===== src/rtl/famicom_pkg.sv =====
// famicom_pkg: shared definitions for the Famicom bus blocks.
//   dma_state_t  - OAM DMA controller FSM states
//   OAM_DMA_REG  - CPU register that starts a sprite DMA (write page number)
//   OAMDATA_REG  - PPU OAM data port that the DMA writes into
package famicom_pkg;

   typedef enum logic [2:0] {
      ST_IDLE,
      ST_HALT,
      ST_ALIGN,
      ST_READ,
      ST_WRITE
   } dma_state_t;

   localparam logic [15:0] OAM_DMA_REG = 16'h4014;
   localparam logic [15:0] OAMDATA_REG = 16'h2004;

endpackage


===== src/rtl/oam_dma_controller_if.sv =====
// oam_dma_controller_if: CPU-side and system-bus signals of the OAM DMA.
//   cpu_addr/cpu_data_out/cpu_write/cpu_read_cycle - CPU bus cycle in progress
//   bus_data_in                                     - memory read data
//   rdy                                             - CPU ready (0 stalls)
//   bus_addr/bus_data_out/bus_write                 - muxed system bus
//   dma_active                                      - DMA owns the bus
// modport slave is the DMA controller, modport master is the CPU/memory side.
interface oam_dma_controller_if;

   logic [15:0] cpu_addr;
   logic [7:0]  cpu_data_out;
   logic        cpu_write;
   logic        cpu_read_cycle;
   logic [7:0]  bus_data_in;
   logic        rdy;
   logic [15:0] bus_addr;
   logic [7:0]  bus_data_out;
   logic        bus_write;
   logic        dma_active;

   modport slave (
      input  cpu_addr, cpu_data_out, cpu_write, cpu_read_cycle, bus_data_in,
      output rdy, bus_addr, bus_data_out, bus_write, dma_active
   );

   modport master (
      output cpu_addr, cpu_data_out, cpu_write, cpu_read_cycle, bus_data_in,
      input  rdy, bus_addr, bus_data_out, bus_write, dma_active
   );

endinterface


===== src/rtl/cpu_cycle_parity.sv =====
// cpu_cycle_parity: tracks get/put alternation of CPU cycles.
//   sys_clock    - system clock
//   rst          - synchronous active-low reset (parity -> 0)
//   clk_phase_1  - CPU-cycle strobe; parity toggles on each strobed edge
//   cycle_parity - 0 = get cycle, 1 = put cycle
module cpu_cycle_parity (
   input  logic sys_clock,
   input  logic rst,
   input  logic clk_phase_1,
   output logic cycle_parity
);

   always_ff @(posedge sys_clock) begin
      if (!rst) begin
         cycle_parity <= 1'b0;
      end else if (clk_phase_1) begin
         cycle_parity <= ~cycle_parity;
      end
   end

endmodule


===== src/rtl/oam_dma_controller.sv =====
// oam_dma_controller: sprite DMA ($4014). A CPU write of page P to $4014
// halts the CPU on its next read cycle, optionally spends one alignment
// cycle, then copies P00..PFF into $2004 as 256 read/write pairs.
//   sys_clock   - system clock
//   rst         - synchronous active-low reset
//   clk_phase_1 - CPU-cycle strobe; all state advances only when high
//   dma_bus     - CPU/system bus signals (see oam_dma_controller_if)
module oam_dma_controller
   import famicom_pkg::*;
(
   input  logic                 sys_clock,
   input  logic                 rst,
   input  logic                 clk_phase_1,
   oam_dma_controller_if.slave  dma_bus
);

   dma_state_t  state;
   dma_state_t  state_nxt;
   logic [7:0]  page;
   logic [7:0]  count;
   logic [7:0]  data_latch;
   logic        rdy_q;
   logic        cycle_parity;
   logic        trigger;

   cpu_cycle_parity u_cycle_parity (
      .sys_clock    (sys_clock),
      .rst          (rst),
      .clk_phase_1  (clk_phase_1),
      .cycle_parity (cycle_parity)
   );

   assign trigger     = dma_bus.cpu_write && (dma_bus.cpu_addr == OAM_DMA_REG);
   assign dma_bus.rdy = rdy_q;

   always_comb begin
      state_nxt = state;
      case (state)
         ST_IDLE:  if (trigger) state_nxt = ST_HALT;
         // Parity after this edge is ~cycle_parity; reads must land on get
         // cycles, so a put-parity halt cycle goes straight to READ.
         ST_HALT:  if (dma_bus.cpu_read_cycle) state_nxt = cycle_parity ? ST_READ : ST_ALIGN;
         ST_ALIGN: state_nxt = ST_READ;
         ST_READ:  state_nxt = ST_WRITE;
         ST_WRITE: state_nxt = (count == 8'hFF) ? ST_IDLE : ST_READ;
         default:  state_nxt = ST_IDLE;
      endcase
   end

   always_ff @(posedge sys_clock) begin
      if (!rst) begin
         state      <= ST_IDLE;
         rdy_q      <= 1'b1;
         page       <= '0;
         count      <= '0;
         data_latch <= '0;
      end else if (clk_phase_1) begin
         state <= state_nxt;
         case (state)
            ST_IDLE: begin
               if (trigger) begin
                  page  <= dma_bus.cpu_data_out;
                  count <= '0;
                  rdy_q <= 1'b0;
               end
            end
            ST_READ:  data_latch <= dma_bus.bus_data_in;
            ST_WRITE: begin
               count <= count + 8'd1;
               if (count == 8'hFF) rdy_q <= 1'b1;
            end
            default: ;
         endcase
      end
   end

   always_comb begin
      dma_bus.dma_active   = 1'b0;
      dma_bus.bus_addr     = dma_bus.cpu_addr;
      dma_bus.bus_data_out = dma_bus.cpu_data_out;
      dma_bus.bus_write    = dma_bus.cpu_write;
      case (state)
         ST_ALIGN, ST_READ: begin
            dma_bus.dma_active = 1'b1;
            dma_bus.bus_addr   = {page, count};
            dma_bus.bus_write  = 1'b0;
         end
         ST_WRITE: begin
            dma_bus.dma_active   = 1'b1;
            dma_bus.bus_addr     = OAMDATA_REG;
            dma_bus.bus_data_out = data_latch;
            dma_bus.bus_write    = 1'b1;
         end
         default: ;
      endcase
   end

endmodule


===== src/flat_wrapper.sv =====
// flat-port wrapper written by rule: the top's interface ports become plain ports
module oam_dma_controller_flat import famicom_pkg::*;
  (sys_clock, rst, clk_phase_1, dma_bus_cpu_addr, dma_bus_cpu_data_out, dma_bus_cpu_write, dma_bus_cpu_read_cycle, dma_bus_bus_data_in, dma_bus_rdy, dma_bus_bus_addr, dma_bus_bus_data_out, dma_bus_bus_write, dma_bus_dma_active);
  oam_dma_controller_if dma_bus_i ();
  input  logic sys_clock;
  input  logic rst;
  input  logic clk_phase_1;
  input wire logic [$bits(dma_bus_i.cpu_addr)-1:0] dma_bus_cpu_addr;
  input wire logic [$bits(dma_bus_i.cpu_data_out)-1:0] dma_bus_cpu_data_out;
  input wire logic [$bits(dma_bus_i.cpu_write)-1:0] dma_bus_cpu_write;
  input wire logic [$bits(dma_bus_i.cpu_read_cycle)-1:0] dma_bus_cpu_read_cycle;
  input wire logic [$bits(dma_bus_i.bus_data_in)-1:0] dma_bus_bus_data_in;
  output wire logic [$bits(dma_bus_i.rdy)-1:0] dma_bus_rdy;
  output wire logic [$bits(dma_bus_i.bus_addr)-1:0] dma_bus_bus_addr;
  output wire logic [$bits(dma_bus_i.bus_data_out)-1:0] dma_bus_bus_data_out;
  output wire logic [$bits(dma_bus_i.bus_write)-1:0] dma_bus_bus_write;
  output wire logic [$bits(dma_bus_i.dma_active)-1:0] dma_bus_dma_active;
  assign dma_bus_i.cpu_addr = dma_bus_cpu_addr;
  assign dma_bus_i.cpu_data_out = dma_bus_cpu_data_out;
  assign dma_bus_i.cpu_write = dma_bus_cpu_write;
  assign dma_bus_i.cpu_read_cycle = dma_bus_cpu_read_cycle;
  assign dma_bus_i.bus_data_in = dma_bus_bus_data_in;
  assign dma_bus_rdy = dma_bus_i.rdy;
  assign dma_bus_bus_addr = dma_bus_i.bus_addr;
  assign dma_bus_bus_data_out = dma_bus_i.bus_data_out;
  assign dma_bus_bus_write = dma_bus_i.bus_write;
  assign dma_bus_dma_active = dma_bus_i.dma_active;
  oam_dma_controller u_core (.sys_clock(sys_clock), .rst(rst), .clk_phase_1(clk_phase_1), .dma_bus(dma_bus_i));
endmodule

===== config.mk =====
export PLATFORM = sky130hd
export DESIGN_NAME = oam_dma_controller_flat
export DESIGN_NICKNAME = d
export VERILOG_FILES = /design/src/rtl/famicom_pkg.sv /design/src/rtl/oam_dma_controller_if.sv /design/src/rtl/cpu_cycle_parity.sv /design/src/rtl/oam_dma_controller.sv /design/src/flat_wrapper.sv
export SDC_FILE = /design/constraint.sdc
export NUM_CORES = 1
export LEC_CHECK = 0
export CAP_MARGIN = 20
export CORE_MARGIN = 5
export CORE_UTILIZATION = 47
export DETAILED_ROUTE_END_ITERATION = 6
export PLACE_DENSITY_LB_ADDON = 0.08
export SYNTH_ARGS = -nofsm -noshare
export SYNTH_HDL_FRONTEND = slang
export SYNTH_SLANG_ARGS = --single-unit

===== constraint.sdc =====
create_clock -name sys_clock -period 5.4 [get_ports sys_clock]
set_clock_uncertainty 0.2 [all_clocks]
set_input_delay 1.08 -clock sys_clock [delete_from_list [all_inputs] [get_ports sys_clock]]
set_output_delay 1.08 -clock sys_clock [all_outputs]
set_load 0.005 [all_outputs]

==> metrics.txt <==
status completed; vias per inst 5.37; WP data required 4.12 ns; synthesized area per cell 7.44 um^2; Least-Margin Pin Slew 0.679 ns; max incr delay on CP 0.75 ns; post-synthesis xor/xnor area fraction 3.71%; largest cells by area after synthesis dfxtp_1 (35%), nand2_1 (16%), nand3_1 (7.0%), mux2_2 (5.5%), mux2i_1 (4.8%); delay-heaviest family, CP simple AND/OR/NAND/NOR gates; initial core utilization 49.1%; DR DRC count 0; final worst slack 1.71 ns; Post-synth EDFFs 0; Worst EP arrival between 2 and 2.5 ns; Antenna diodes 0; CP Launch Type flop; drt wl/cell 14.4 um; final hold violations 0; Synth Area in Adders 0.758%; number of buffers created by CTS 5; Layout area overhead 41.7%; CTS HTree Levels 2; hold_buf cts 0; Die Width 69.3 um; P per Cell Area around 180 nW/um^2; Port-buffer cells 63; num ports 64; Worst-path clk slew 0.08 ns; Distinct cells, synth 34; CTS tree yes; grt ovf 0; Max Cap Viol 0; Fin Hold WS about 0.26 ns; layout cell share with drive strength beyond 1 7.89%; Synth area leader dfxtp_1; fin crit share 68.3%; number of synthesized register bits 29; placer congestion estimate 0.838; largest family of logic cells by synthesized area simple AND/OR/NAND/NOR gates; FILL cells 322; clk root buf clkbuf_4; worst-path maximum fanout 27; postcts setup bufs 0; Synth Area in Compound Gates roughly 6.6%; Clock Sink Count 29; Lkg Pwr 0.907 nW; DIE AREA 4800 um^2; Max-Slew Margin vs Limit 54.6%; Antenna Nets Post-Route 0; Die Ht about 69 um; Post-Synthesis Cells 222; num rows 21; number of global-route vias before repair around 1500; largest net degree at the start of global routing 28; FMAX 0.271 GHz; DRT iter0 DRCs 121; Async SR Flop Fraction 0%; Post-Synth Simple-Gate Area 39.7%; CTS resizes 0; pre-CTS setup slack 1.83 ns; Bufs and invs on worst path 1; antenna violations before repair 0; Synth Warn # 0; first-pass GRT wire length 7730 um; CORE AREA 3360 um^2; Netlist Area Pre-Place 1650 um^2; post-synthesis sequential area ratio a little over a third; drt total wl between 4000 and 5000 um; Peak VDD IR 0.000125 V; Tmin final 3.69 ns; drt pass-1 iters 4; clock latency on the worst-skew pair 0.34 ns; Slew Limit Fails 0; worst path cell trace or3b_2 > mux2_2 > clkdlybuf4s50_1; setup TNS 0 ns; Final Setup Violations 0; All-Layer GR Usage 19.6%; cell with the most instances after synthesis nand2_1; syn_nets 260; CTS Buffer Depth 2; Post-synth top flop dfxtp_1; number of nets in the layout 316; mux share of post-synthesis cell area about a tenth; total number of vias 1744; CP Class flop to output port; Synth top cells by count nand2_1 (71), dfxtp_1 (29), nand3_1 (23), a21oi_1 (11), nor3_1 (11); detailed-placement wirelength estimate 3580 um; post-synth top area share 35.2%; CP max-delay cell or3b_2; Critical Path End Type output port; RSZ-0062 raised after global routing no; worst min path class flop to flop
[final timing paths]
kind / startpoint / end / slack, ns / cells past startpoint
worst min-delay path: u_core.data_latch[3] / u_core.data_latch[3] / 0.26 / 2
worst max register to register: u_core.state[2] / u_core.state[0] / 3.34 / 4
worst min register to register: u_core.data_latch[3] / u_core.data_latch[3] / 0.26 / 2
worst max-delay path: u_core.state[2] / dma_bus_bus_data_out[1] / 1.71 / 3
[sequential cells by signal (all words and copies together), names as in the netlist]
name                                cells
u_core.count                            8
u_core.data_latch                       8
u_core.page                             8
u_core.state                            3
u_core.dma_bus.rdy                      1
u_core.u_cycle_parity.cycle_parity      1
[cell families after synthesis]
logic type / Yosys count
AND/OR/NAND/NOR: 133
flip-flops: 29
AO/OA/AOI/OAI: 20
buffers and inverters: 16
multiplexers: 16
XOR/XNOR: 7
adder cells (fa/ha/maj): 1
[placed cells by master, fill, tap and decap left out, drive strengths merged, types with 2 or more instances in the layout]
master / instances
clkinv: 3
nor4b: 2
nor3: 11
clkbuf: 6
nand2: 71
nor2: 5
or4b: 3
a21oi: 11
mux2i: 8
xor2: 3
dfxtp: 29
nand2b: 3
clkdlybuf4s50: 63
nand4: 4
xnor2: 4
and3: 3
o21ai: 6
mux2: 8
nand3: 23
[layout make-up]
type	count	area, um^2	area share [%]
Clock buffer	6	41.3	1.76
Clock inverter	2	10.0	0.428
Inverter	1	3.75	0.160
Multi-Input combinational cell	177	1010	43.1
Sequential cell	29	581	24.8
Tap cell	46	57.6	2.46
Timing Repair Buffer	64	638	27.3
[power breakdown]
group	internal, W	switching, W	total [W]	leakage (nW)
combinational	0.0000474	0.0000242	0.0000716	0.641
sequential	0.000214	0.000000417	0.000215	0.234
clock	0.0000495	0.0000796	0.000129	0.0320
total	0.000311	0.000104	0.000416	0.907
[tightest hold or removal path: stages, from the launching register on]
cell     delay (ns)
dfxtp_1        0.32
nand2_1        0.05
a21oi_1        0.05
[stage by stage]
step,cells,total power (W),area (um^2),utilization [%]
2_1_floorplan,222,0.000240,1650,-
3_3_place_gp,316,0.000291,2280,67.8
3_5_place_dp,316,0.000292,2280,67.8
4_1_cts,324,0.000419,2330,69.3
5_1_grt,325,0.000434,2340,69.6
6_report,325,0.000416,2340,69.6
[layer usage]
| layer | wire, um | vias to the layer above | track usage [%] |
|---|---|---|---|
| li1 | - | 878 | - |
| met1 | 2200 | 809 | 26.5 |
| met2 | 2140 | 52 | 29.9 |
| met3 | 269 | 5 | 5.65 |
| met4 | 65 | 0 | 6.51 |
| met5 | 0 | - | 0 |
(Power assumes the default switching activity.)
